**config.mk**
```make
export PLATFORM = sky130hd
export DESIGN_NAME = melody_sequencer
export DESIGN_NICKNAME = d
export VERILOG_FILES = /design/src/rtl/melody_sequencer.sv
export SDC_FILE = /design/constraint.sdc
export NUM_CORES = 1
export LEC_CHECK = 0
export CAP_MARGIN = 20
export CORE_ASPECT_RATIO = 2
export CORE_UTILIZATION = 45
export DETAILED_ROUTE_END_ITERATION = 7
export PLACE_DENSITY = 0.67
export SLEW_MARGIN = 20
export SYNTH_ARGS = -nofsm -noshare
export SYNTH_HDL_FRONTEND = slang
export SYNTH_SLANG_ARGS = --single-unit
```
**constraint.sdc**
```tcl
create_clock -name clk -period 3.25 [get_ports clk]
set_clock_uncertainty 0.1 [all_clocks]
set_input_delay 0.65 -clock clk [delete_from_list [all_inputs] [get_ports clk]]
set_output_delay 0.65 -clock clk [all_outputs]
set_load 0.005 [all_outputs]
```
**src/rtl/melody_sequencer.sv**
```systemverilog
// Melody player: walks a {rest, note, beats} song table, looks up each note's
// period and drives a square-wave buzzer for beats*BEAT_CYCLES clocks.
//
// state  | meaning
// IDLE   | waiting for start
// FETCH  | sample the song word at song_addr
// LOAD   | latch the half-period of the addressed note
// TONE   | play (or rest) for the note's beats
// GAP    | silent articulation gap after a note
// FINISH | one-cycle done pulse, then back to IDLE
module melody_sequencer #(
    parameter int BEAT_CYCLES = 12500000,
    parameter int GAP_CYCLES  = 1250000,
    parameter int SONG_AW     = 4
) (
    input  logic               clk,
    input  logic               rst,
    input  logic               start,
    input  logic               stop,
    output logic [SONG_AW-1:0] song_addr,
    input  logic [8:0]         song_data,
    output logic [4:0]         note_addr,
    input  logic [31:0]        note_period,
    output logic               beep,
    output logic               busy,
    output logic               done
);

    localparam int BW = (BEAT_CYCLES > 1) ? $clog2(BEAT_CYCLES) : 1;
    localparam int GW = (GAP_CYCLES > 1) ? $clog2(GAP_CYCLES) : 1;
    localparam logic [BW-1:0]      BEAT_LAST = BW'(BEAT_CYCLES - 1);
    localparam logic [GW-1:0]      GAP_LAST  = GW'((GAP_CYCLES > 0) ? GAP_CYCLES - 1 : 0);
    localparam logic [SONG_AW-1:0] SONG_LAST = '1;

    typedef enum logic [2:0] {
        S_IDLE, S_FETCH, S_LOAD, S_TONE, S_GAP, S_FINISH
    } state_t;

    state_t      state;
    logic        rest_r;
    logic        silent_r;
    logic [2:0]  beats_left;
    logic [30:0] half_r;
    logic [30:0] tone_cnt;
    logic [BW-1:0] beat_cnt;
    logic [GW-1:0] gap_cnt;

    logic last_entry;
    assign last_entry = (song_addr == SONG_LAST);

    always_ff @(posedge clk) begin
        if (!rst) begin
            state      <= S_IDLE;
            song_addr  <= '0;
            note_addr  <= '0;
            beep       <= 1'b0;
            busy       <= 1'b0;
            done       <= 1'b0;
            rest_r     <= 1'b0;
            silent_r   <= 1'b0;
            beats_left <= '0;
            half_r     <= '0;
            tone_cnt   <= '0;
            beat_cnt   <= '0;
            gap_cnt    <= '0;
        end else if (stop && state != S_IDLE) begin
            state <= S_IDLE;
            beep  <= 1'b0;
            busy  <= 1'b0;
            done  <= 1'b0;
        end else begin
            done <= 1'b0;
            case (state)
                S_IDLE: begin
                    if (start && !stop) begin
                        song_addr <= '0;
                        busy      <= 1'b1;
                        state     <= S_FETCH;
                    end
                end
                S_FETCH: begin
                    if (song_data[2:0] == 3'd0) begin
                        done  <= 1'b1;
                        state <= S_FINISH;
                    end else begin
                        note_addr  <= song_data[7:3];
                        rest_r     <= song_data[8];
                        beats_left <= song_data[2:0];
                        state      <= S_LOAD;
                    end
                end
                S_LOAD: begin
                    // Periods below 2 have no usable half-period; treat as silence.
                    half_r   <= note_period[31:1];
                    silent_r <= rest_r || (note_period < 32'd2);
                    tone_cnt <= '0;
                    beat_cnt <= '0;
                    beep     <= 1'b0;
                    state    <= S_TONE;
                end
                S_TONE: begin
                    if (!silent_r) begin
                        if (tone_cnt == half_r - 31'd1) begin
                            tone_cnt <= '0;
                            beep     <= ~beep;
                        end else begin
                            tone_cnt <= tone_cnt + 31'd1;
                        end
                    end
                    if (beat_cnt == BEAT_LAST) begin
                        beat_cnt <= '0;
                        if (beats_left == 3'd1) begin
                            beep <= 1'b0;
                            if (GAP_CYCLES > 0) begin
                                gap_cnt <= GAP_LAST;
                                state   <= S_GAP;
                            end else if (last_entry) begin
                                done  <= 1'b1;
                                state <= S_FINISH;
                            end else begin
                                song_addr <= song_addr + 1'b1;
                                state     <= S_FETCH;
                            end
                        end else begin
                            beats_left <= beats_left - 3'd1;
                        end
                    end else begin
                        beat_cnt <= beat_cnt + 1'b1;
                    end
                end
                S_GAP: begin
                    beep <= 1'b0;
                    if (gap_cnt == '0) begin
                        // The last table entry ends the song; no wrap back to 0.
                        if (last_entry) begin
                            done  <= 1'b1;
                            state <= S_FINISH;
                        end else begin
                            song_addr <= song_addr + 1'b1;
                            state     <= S_FETCH;
                        end
                    end else begin
                        gap_cnt <= gap_cnt - 1'b1;
                    end
                end
                S_FINISH: begin
                    beep  <= 1'b0;
                    busy  <= 1'b0;
                    state <= S_IDLE;
                end
                default: begin
                    beep  <= 1'b0;
                    busy  <= 1'b0;
                    state <= S_IDLE;
                end
            endcase
        end
    end

endmodule

```
==> flow_metrics.env, run 1 <==
export IMPL_status="complete, but fails checks"
export IMPL_violations="negative setup slack"
export IMPL_worst_hold_slack_ns=0.3954
export IMPL_net_switching_power_mw=1.024
export IMPL_cts_made_buffers=17
export IMPL_wirelength_um=22800
export IMPL_vias=7559
export IMPL_dr_pass1_iters=4
export IMPL_netlist_top_cell_by_area="dfxtp_1"
export IMPL_die_h_um=181.1
export IMPL_ant_nets=0
export IMPL_hold_depth=2
export IMPL_synth_cell_type_count=60
export IMPL_dieArea_um2=16570
export IMPL_setup_viol=32
export IMPL_nets=1113
export IMPL_leakage_nw=3.409
export IMPL_tritoncts="done"
export IMPL_htreeDepth=4
export IMPL_finalCritPeriodShare=1.069
export IMPL_cp_max_fo=5
export IMPL_timing_final_ws_setup_ns=-0.2242
export IMPL_cap_violations=0
export IMPL_dpl_hpwl_um=16010
export IMPL_ir_worst_vdd_mv=0.3610
export IMPL_grt_pass1_wl_um=35560
export IMPL_critPathKind="reg2reg"
export IMPL_finalWeightedCongestion=0.9213
export IMPL_cp_start_kind="flop"
export IMPL_fmax_mhz=287.8
export IMPL_p_seq_frac=0.400
export IMPL_cts_sink_count=127
export IMPL_synth_edf_count=0
export IMPL_syn_nets=989
export IMPL_cp_arrival_ns=3.72
export IMPL_synth_area_top_cells="dfxtp_1, nand2_1, xor2_1, nor2_1, a21oi_1"
export IMPL_pwr_share_comb=0.109
export IMPL_place_inst=1223
export IMPL_reg2reg_depth=11
export IMPL_worstSkewPairLatency_ns=0.43
export IMPL_yosysSeqAreaShare=0.3525
export IMPL_antenna_found_initial=0
export IMPL_clk_path_buf_depth=2
export IMPL_grt_max_degree=68
export IMPL_maxSlewViolCount=0
export IMPL_grt_pass1_vias=7510
export IMPL_area_growth_pct=33.86
export IMPL_rsz0062_at_grt="true"
export IMPL_initial_core_util=0.4595
export IMPL_layout_drive_gt1_share=0.2116
export IMPL_power_density_nw_per_um2=411.3
export IMPL_die_width_um=91.53
export IMPL_grt_overflow=0
export IMPL_max_slew_margin=0.4676
export IMPL_clock_power_share=0.492
export IMPL_cts_root_buf="clkbuf_16"
export IMPL_synthCells=936
export IMPL_syn_cell_area_um2=7213
export IMPL_drcViolationCount=0
export IMPL_yosysTopAreaCellShare=0.3525
export IMPL_avgRoutedWirePerCell_um=17.89
export IMPL_fin_crit_ns=3.474
export IMPL_track_usage=0.2734
export IMPL_critical_path_required_ns=3.50
export IMPL_ys_ff_latch=127
export IMPL_fp_row_count=65
export IMPL_drtIter0Drc=355
export IMPL_via_per_inst=5.933
export IMPL_ios=57
export IMPL_avgSynthCellArea_um2=7.706
export IMPL_port_buffers=55
export IMPL_design_power_total_mw=3.972
export IMPL_ys_async_sr_fraction=0
export IMPL_fp_coreArea_um2=15700
export IMPL_worst_slew_pin_slew_ns=0.7985
export IMPL_synth_main_ff_cell="dfxtp_1"
export IMPL_switching_share=0.2579
export IMPL_n_antenna_cell=0
export IMPL_yosysWarnings=0
export IMPL_min_path_type="reg2reg"
export IMPL_critical_path_endpoint_type="flop"
export IMPL_intPower_mw=2.947
export IMPL_layoutNonFillerInstCount=1274
export IMPL_cts_clk_slew_worst_paths_ns=0.06
export IMPL_final_hold_viol_count=0
## timing repair
action | CTS | global route
setup buffers | 10 | 6
gates cloned | 2 | 2
hold buffers | 0 | 0
resized for setup | 23 | 40
pin swaps | 15 | 36
endpoints found under the setup margin | 32 | 35
## routing by layer
metal,GRT usage,wire length (um)
met5,0,0
met4,0.1924,1542
met2,0.5380,12720
met1,0.2401,7814
met3,0.04756,719
## stage by stage
stage	TNS [ns]	worst slack, ns	utilization	area, um2
2_1_floorplan	-0.9244	-0.07233	-	7244
3_3_place_gp	-5.531	-0.2400	0.5424	8514
3_5_place_dp	-6.961	-0.2804	0.5434	8529
4_1_cts	-5.063	-0.1957	0.5972	9374
5_1_grt	-7.503	-0.2869	0.6151	9656
6_report	-5.354	-0.2242	0.6151	9656
## kinds of logic (layout without fill, tap and decap cells)
group	after synthesis	in the layout	share of synthesized area
AO/OA/AOI/OAI	183	183	0.1743
multiplexers	9	9	0.01266
flip-flops	127	127	0.3525
buffers and inverters	106	242	0.05828
XOR/XNOR	69	69	0.08378
AND/OR/NAND/NOR	434	435	0.3046
adder cells (fa/ha/maj)	8	8	0.01388
## final timing paths
check | from | end | slack (ns)
worst min-delay path | note_addr[1] | note_addr[1] | 0.40
worst max-delay path | half_r[14] | tone_cnt[25] | -0.22
worst max register to register | half_r[14] | tone_cnt[25] | -0.22
worst min register to register | note_addr[1] | note_addr[1] | 0.40
## power by group through the flow
stage                     clock [mW]  combinational [mW]  sequential [mW]
after floorplan                    0               0.206             1.62
after global placement             0               0.380             1.62
after detailed placement           0               0.385             1.62
after CTS                       1.98               0.407             1.59
after global routing            2.05               0.462             1.59
final                           1.95               0.431             1.59
## registers in the layout, indices dropped and copies added (netlist names)
| name | flops |
|---|---|
| beep | 1 |
| done | 1 |
| busy | 1 |
| gap_cnt | 21 |
| tone_cnt | 31 |
| rest_r | 1 |
| beat_cnt | 24 |
| silent_r | 1 |
| half_r | 31 |
| state | 3 |
| song_addr | 4 |
| note_addr | 5 |
| beats_left | 3 |
## worst max-delay path: stages, from the launching register on
cell	delay, ns
dfxtp_2	0.32
or4_4	0.57
buf_6	0.15
or3_4	0.39
or4_1	0.41
a32o_1	0.23
o211ai_1	0.31
or4_4	0.24
nand4_1	0.15
buf_4	0.23
clkbuf_16	0.16
o22ai_2	0.15
## synthesized netlist by cell type, types with 6 or more instances
cell / n
a41oi_1: 12
nand2b_1: 7
o21ai_0: 24
nand3b_1: 6
o22ai_1: 22
or3_1: 18
buf_2: 6
dfxtp_1: 127
nand3_1: 44
xnor2_1: 29
ha_1: 8
xor2_1: 40
a211oi_1: 8
nand4_1: 41
mux2i_1: 8
nor4_1: 18
a31oi_1: 8
a21oi_1: 63
and3_1: 9
a41oi_2: 10
or4_1: 13
nor2_1: 88
clkbuf_1: 51
or2_2: 9
nor3_1: 30
nand2_1: 120
inv_1: 42
## placed cells by master, fill, tap and decap left out, drive strengths merged, types with 20 or more instances in the layout
cell | synthesis | layout
a21oi | 63 | 63
buf | 13 | 111
nand3 | 44 | 44
nor2 | 88 | 88
a41oi | 22 | 22
inv | 42 | 49
nand4 | 41 | 41
xnor2 | 29 | 29
xor2 | 40 | 40
nor3 | 30 | 30
dfxtp | 127 | 127
nand2 | 120 | 120
o21ai | 24 | 24
o22ai | 22 | 22
clkdlybuf4s50 | 0 | 55
nor4 | 20 | 20
## final cells by class
type	count	area [um2]
fillers	1386	6041
multi-input cells	704	4583
flip-flops and latches	127	2547
repair buffers	168	1513
clock buffers	17	425.4
well taps	201	251.5
clock inverters	15	177.7
inverters	42	157.7
Note: power is estimated with default switching activity, not from simulation.
==> run 2: changes to the inputs <==
--- a/config.mk
+++ b/config.mk
@@ -9,7 +9,7 @@
 export CORE_ASPECT_RATIO = 2
 export CORE_UTILIZATION = 45
 export DETAILED_ROUTE_END_ITERATION = 7
-export PLACE_DENSITY = 0.67
+export PLACE_DENSITY = 0.71
 export SLEW_MARGIN = 20
 export SYNTH_ARGS = -nofsm -noshare
 export SYNTH_HDL_FRONTEND = slang
==> flow_metrics.env, run 2 (synthesis gave the netlist of run 1 again) <==
export IMPL_maxSlewViolCount=0
export IMPL_cts_root_buf="clkbuf_16"
export IMPL_p_seq_frac=0.417
export IMPL_fin_crit_ns=3.419
export IMPL_finalWeightedCongestion=0.9267
export IMPL_setup_viol=30
export IMPL_cap_violations=0
export IMPL_reg_top3="half_r: 31 flops, tone_cnt: 31 flops, beat_cnt: 24 flops"
export IMPL_ant_nets=0
export IMPL_leakage_nw=3.283
export IMPL_violations="design-rule violations, negative setup slack"
export IMPL_drtIter0Drc=351
export IMPL_tritoncts="done"
export IMPL_fp_row_count=65
export IMPL_finalCritPeriodShare=1.052
export IMPL_ir_worst_vdd_mv=0.3431
export IMPL_final_common_cell="dfxtp_1"
export IMPL_multi_input_area_um2=4529
export IMPL_reg2reg_depth=11
export IMPL_area_growth_pct=30.11
export IMPL_vias=7384
export IMPL_crit_path_cell_trace="or4_4, buf_4, nor3_1, xnor2_1, o41ai_2, o2111ai_1, or4_4, buf_4, clkbuf_16, a41oi_2, o22ai_1"
export IMPL_initial_core_util=0.4595
export IMPL_drcViolationCount=1
export IMPL_worst_slew_pin_slew_ns=0.8034
export IMPL_grt_overflow=0
export IMPL_critPathKind="reg2reg"
export IMPL_antenna_found_initial=0
export IMPL_crit_path_max_incr_delay_ns=0.55
export IMPL_grt_max_degree=68
export IMPL_nets=1090
export IMPL_die_h_um=181.1
export IMPL_dieArea_um2=16570
export IMPL_grt_pass1_vias=7326
export IMPL_fin_util=0.5979
export IMPL_cts_made_buffers=17
export IMPL_cts_hold_buffers=0
export IMPL_cp_arrival_ns=3.62
export IMPL_clock_power_share=0.474
export IMPL_cts_clk_slew_worst_paths_ns=0.06
export IMPL_port_buffers=55
export IMPL_critical_path_required_ns=3.45
export IMPL_cp_start_kind="flop"
export IMPL_intPower_mw=2.851
export IMPL_wirelength_um=21830
export IMPL_max_slew_margin=0.4644
export IMPL_min_path_type="reg2reg"
export IMPL_die_width_um=91.53
export IMPL_final_hold_viol_count=0
export IMPL_timing_final_ws_setup_ns=-0.1685
export IMPL_dpl_hpwl_um=15290
export IMPL_clk_path_buf_depth=2
export IMPL_grt_pass1_wl_um=34580
export IMPL_cp_max_fo=7
export IMPL_regArea_um2=2546
export IMPL_pwr_share_comb=0.109
export IMPL_via_per_inst=5.902
export IMPL_critical_path_endpoint_type="flop"
export IMPL_worstSkewPairLatency_ns=0.43
export IMPL_hold_depth=2
export IMPL_rsz0062_at_grt="true"
export IMPL_cts_sink_count=127
export IMPL_net_switching_power_uw=960.9
export IMPL_status="complete, but fails checks"
export IMPL_design_power_total_mw=3.812
export IMPL_dr_pass1_iters=8
export IMPL_fmax_mhz=292.5
export IMPL_power_density_nw_per_um2=406.2
export IMPL_slowest_stage="or4_4"
export IMPL_layout_drive_gt1_share=0.1867
export IMPL_htreeDepth=4
export IMPL_avgRoutedWirePerCell_um=17.45
export IMPL_fill_cells=1415
export IMPL_track_usage=0.2650
export IMPL_switching_share=0.2521
export IMPL_n_antenna_cell=0
export IMPL_layout_common_cells="dfxtp_1, nand2_1, nor2_1, buf_4, a21oi_1"
export IMPL_fp_coreArea_um2=15700
export IMPL_ios=57
[run 2: changes by cell type in the layout (fill, tap and decap cells not counted), moves of 4 or more]
| cell | before | now |
|---|---|---|
| buf_4 | 100 | 80 |
| clkinvlp_4 | 1 | 6 |
| inv_6 | 5 | 1 |
| o22ai_1 | 4 | 12 |
| o22ai_2 | 18 | 10 |
[run 2: repair_timing]
action,4_1_cts,5_1_grt
setup endpoints to repair,32,44
resized for setup,30,21
buffers inserted,8,0
pin swaps,25,14
gates cloned,1,1
[run 2: stage by stage]
stage	hold slack, ns	std cells	TNS, ns	worst slack (ns)	instance area [um2]
2_1_floorplan	0.3496	936	-0.9244	-0.07233	7244
3_3_place_gp	0.3749	1209	-4.993	-0.2099	8442
3_5_place_dp	0.3865	1209	-6.162	-0.2498	8442
4_1_cts	0.3894	1250	-2.276	-0.1146	9264
5_1_grt	0.4034	1251	-5.291	-0.2093	9385
6_report	0.3872	1251	-2.835	-0.1685	9385
[run 2: worst max-delay path, delay by kind of cell, from the launching register on]
family	cells	cell delay, ns
AND/OR/NAND/NOR	3	1.39
buffers and inverters	3	0.51
AO/OA/AOI/OAI	4	0.82
flip-flops	1	0.32
XOR/XNOR	1	0.14
[run 2: power by group through the flow]
stage	Sequential, mW	Combinational, mW	Clock (mW)
6_report	1.59	0.416	1.81
5_1_grt	1.59	0.446	1.91
4_1_cts	1.59	0.401	1.83
3_5_place_dp	1.62	0.375	0
3_3_place_gp	1.62	0.372	0
2_1_floorplan	1.62	0.206	0
[run 2: cell type report]
| class | count | area share |
|---|---|---|
| multi-input combinational | 703 | 0.4826 |
| sequential | 127 | 0.2713 |
| timing repair buffer | 146 | 0.1429 |
| clock buffer | 19 | 0.04719 |
| tap | 201 | 0.02680 |
| inverter | 42 | 0.01680 |
| clock inverter | 13 | 0.01240 |
[run 2: final timing paths]
check | start | end | slack, ns
worst min-delay path | half_r[28] | half_r[28] | 0.39
worst max-delay path | half_r[24] | tone_cnt[8] | -0.17
worst max register to register | half_r[24] | tone_cnt[8] | -0.17
worst min register to register | half_r[28] | half_r[28] | 0.39
[run 2: routing by layer]
metal	routed length (um)	vias up	GRT usage
met5	0	-	0
met4	1276	0	0.1987
met3	821	80	0.03956
met2	12030	208	0.5041
met1	7701	3521	0.2469
li1	-	3575	-
==> run 3: changes to the inputs <==
--- a/config.mk
+++ b/config.mk
@@ -9,6 +9,7 @@
 export CORE_ASPECT_RATIO = 2
 export CORE_UTILIZATION = 45
 export DETAILED_ROUTE_END_ITERATION = 7
+export GPL_TIMING_DRIVEN = 0
 export PLACE_DENSITY = 0.71
 export SLEW_MARGIN = 20
 export SYNTH_ARGS = -nofsm -noshare
==> flow_metrics.env, run 3 (synthesis gave the netlist of run 1 again) <==
export IMPL_ios=57
export IMPL_port_buffers=54
export IMPL_rsz0062_at_grt="true"
export IMPL_grt_pass1_wl_um=35650
export IMPL_ir_worst_vdd_mv=0.3023
export IMPL_clk_path_buf_depth=2
export IMPL_finalCritPeriodShare=1.090
export IMPL_reg_top3="half_r: 31 flops, tone_cnt: 31 flops, beat_cnt: 24 flops"
export IMPL_layoutNonFillerInstCount=1245
export IMPL_worst_slew_pin_slew_ns=0.8280
export IMPL_n_antenna_cell=0
export IMPL_cts_hold_buffers=0
export IMPL_cts_root_buf="clkbuf_16"
export IMPL_area_growth_pct=28.36
export IMPL_place_inst=1191
export IMPL_cp_arrival_ns=3.75
export IMPL_track_usage=0.2743
export IMPL_dr_pass1_iters=5
export IMPL_fin_crit_ns=3.543
export IMPL_drcViolationCount=0
export IMPL_via_per_inst=5.995
export IMPL_max_slew_margin=0.4429
export IMPL_avgRoutedWirePerCell_um=18.16
export IMPL_htreeDepth=4
export IMPL_critical_path_endpoint_type="flop"
export IMPL_status="complete, but fails checks"
export IMPL_crit_path_max_incr_delay_ns=0.57
export IMPL_grt_overflow=0
export IMPL_setup_viol=32
export IMPL_placed_area_um2=8036
export IMPL_p_seq_frac=0.379
export IMPL_cts_clk_slew_worst_paths_ns=0.06
export IMPL_nets=1084
export IMPL_crit_path_cell_trace="or4_4, nor4_4, or4b_4, a211oi_4, o211ai_1, or4_4, buf_8, buf_12, a41oi_2, o22ai_1"
export IMPL_maxSlewViolCount=0
export IMPL_cts_sink_count=127
export IMPL_dpl_hpwl_um=16230
export IMPL_layout_common_cells="nand2_1, dfxtp_1, nor2_1, a21oi_1, clkdlybuf4s50_1"
export IMPL_grt_pass1_vias=7428
export IMPL_wirelength_um=22610
export IMPL_timing_final_ws_setup_ns=-0.2930
export IMPL_fin_tns_setup_ns=-7.234
export IMPL_path_common_cell="or4_4"
export IMPL_clock_power_share=0.526
export IMPL_die_width_um=91.53
export IMPL_die_h_um=181.1
export IMPL_fin_area_um2=9259
export IMPL_cts_made_buffers=17
export IMPL_fill_cells=1412
export IMPL_fp_row_count=65
export IMPL_drtIter0Drc=358
export IMPL_fmax_mhz=282.2
export IMPL_initial_core_util=0.4595
export IMPL_cap_violations=0
export IMPL_intPower_mw=3.239
export IMPL_worstSkewPairLatency_ns=0.43
export IMPL_fp_coreArea_um2=15700
export IMPL_layout_drive_gt1_share=0.1274
export IMPL_tritoncts="done"
export IMPL_finalWeightedCongestion=0.9472
export IMPL_switching_share=0.2270
export IMPL_vias=7464
export IMPL_slowest_stage="or4_4"
export IMPL_cp_max_fo=6
export IMPL_timing_critical_path_max_delay_family="simple AND/OR/NAND/NOR gates"
export IMPL_final_common_cell="nand2_1"
export IMPL_net_switching_power_uw=951.2
export IMPL_cp_num_buf_inv=2
export IMPL_final_hold_viol_count=0
export IMPL_critical_path_required_ns=3.46
export IMPL_grt_max_degree=17
export IMPL_critPathKind="reg2reg"
export IMPL_power_density_nw_per_um2=452.6
export IMPL_pwr_share_comb=0.095
export IMPL_antenna_found_initial=0
export IMPL_leakage_nw=3.148
export IMPL_min_path_type="reg2reg"
export IMPL_violations="negative setup slack"
export IMPL_design_power_total_mw=4.191
export IMPL_cp_start_kind="flop"
export IMPL_dieArea_um2=16570
export IMPL_ant_nets=0
-- run 3: final cells by class --
class / instances / area, um2 / area share
Buffer: 59 / 317.8 / 0.03432
Timing Repair Buffer: 81 / 794.5 / 0.08581
Clock buffer: 22 / 464.2 / 0.05014
Tap cell: 201 / 251.5 / 0.02716
Clock inverter: 10 / 207.7 / 0.02243
Sequential cell: 127 / 2559 / 0.2764
Multi-Input combinational cell: 703 / 4507 / 0.4868
Inverter: 42 / 157.7 / 0.01703
-- run 3: tightest hold or removal path, stage by stage (launching register included) --
cell,delay (ns)
dfxtp_1,0.33
nand2_1,0.06
a21oi_1,0.05
-- run 3: power groups by stage --
stage	registers, mW	logic [mW]	clock network, mW
floorplan	1.62	0.206	0
global placement	1.62	0.338	0
detailed placement	1.62	0.340	0
CTS	1.59	0.386	2.22
global route	1.59	0.427	2.29
finish	1.59	0.400	2.20
-- run 3: stage by stage --
| step | hold slack (ns) | util | setup slack (ns) |
|---|---|---|---|
| after floorplan | 0.3496 | - | -0.07233 |
| after global placement | 0.3739 | 0.5120 | -0.8380 |
| after detailed placement | 0.3779 | 0.5120 | -0.8357 |
| after CTS | 0.3855 | 0.5816 | -0.2270 |
| after global routing | 0.4076 | 0.5899 | -0.3947 |
| final | 0.3838 | 0.5899 | -0.2930 |
-- run 3: metal layers --
metal | track usage | up-vias | routed length [um]
li1 | - | 3569 | -
met1 | 0.2423 | 3579 | 7869
met2 | 0.5380 | 225 | 12620
met3 | 0.04840 | 91 | 714
met4 | 0.1924 | 0 | 1410
met5 | 0 | - | 0
-- run 3: worst paths after layout --
kind / from / end / slack [ns] / cells after the start
max: half_r[22] / tone_cnt[8] / -0.29 / 10
min: half_r[30] / half_r[30] / 0.38 / 2
max reg2reg: half_r[22] / tone_cnt[8] / -0.29 / 10
min reg2reg: half_r[30] / half_r[30] / 0.38 / 2
-- run 3: repair_timing --
action | CTS | global route
hold endpoints to repair | 0 | 0
pin swaps | 21 | 16
gates resized for setup | 49 | 17
endpoints found under the setup margin | 58 | 53
setup buffers | 19 | 6
gates cloned | 1 | 2
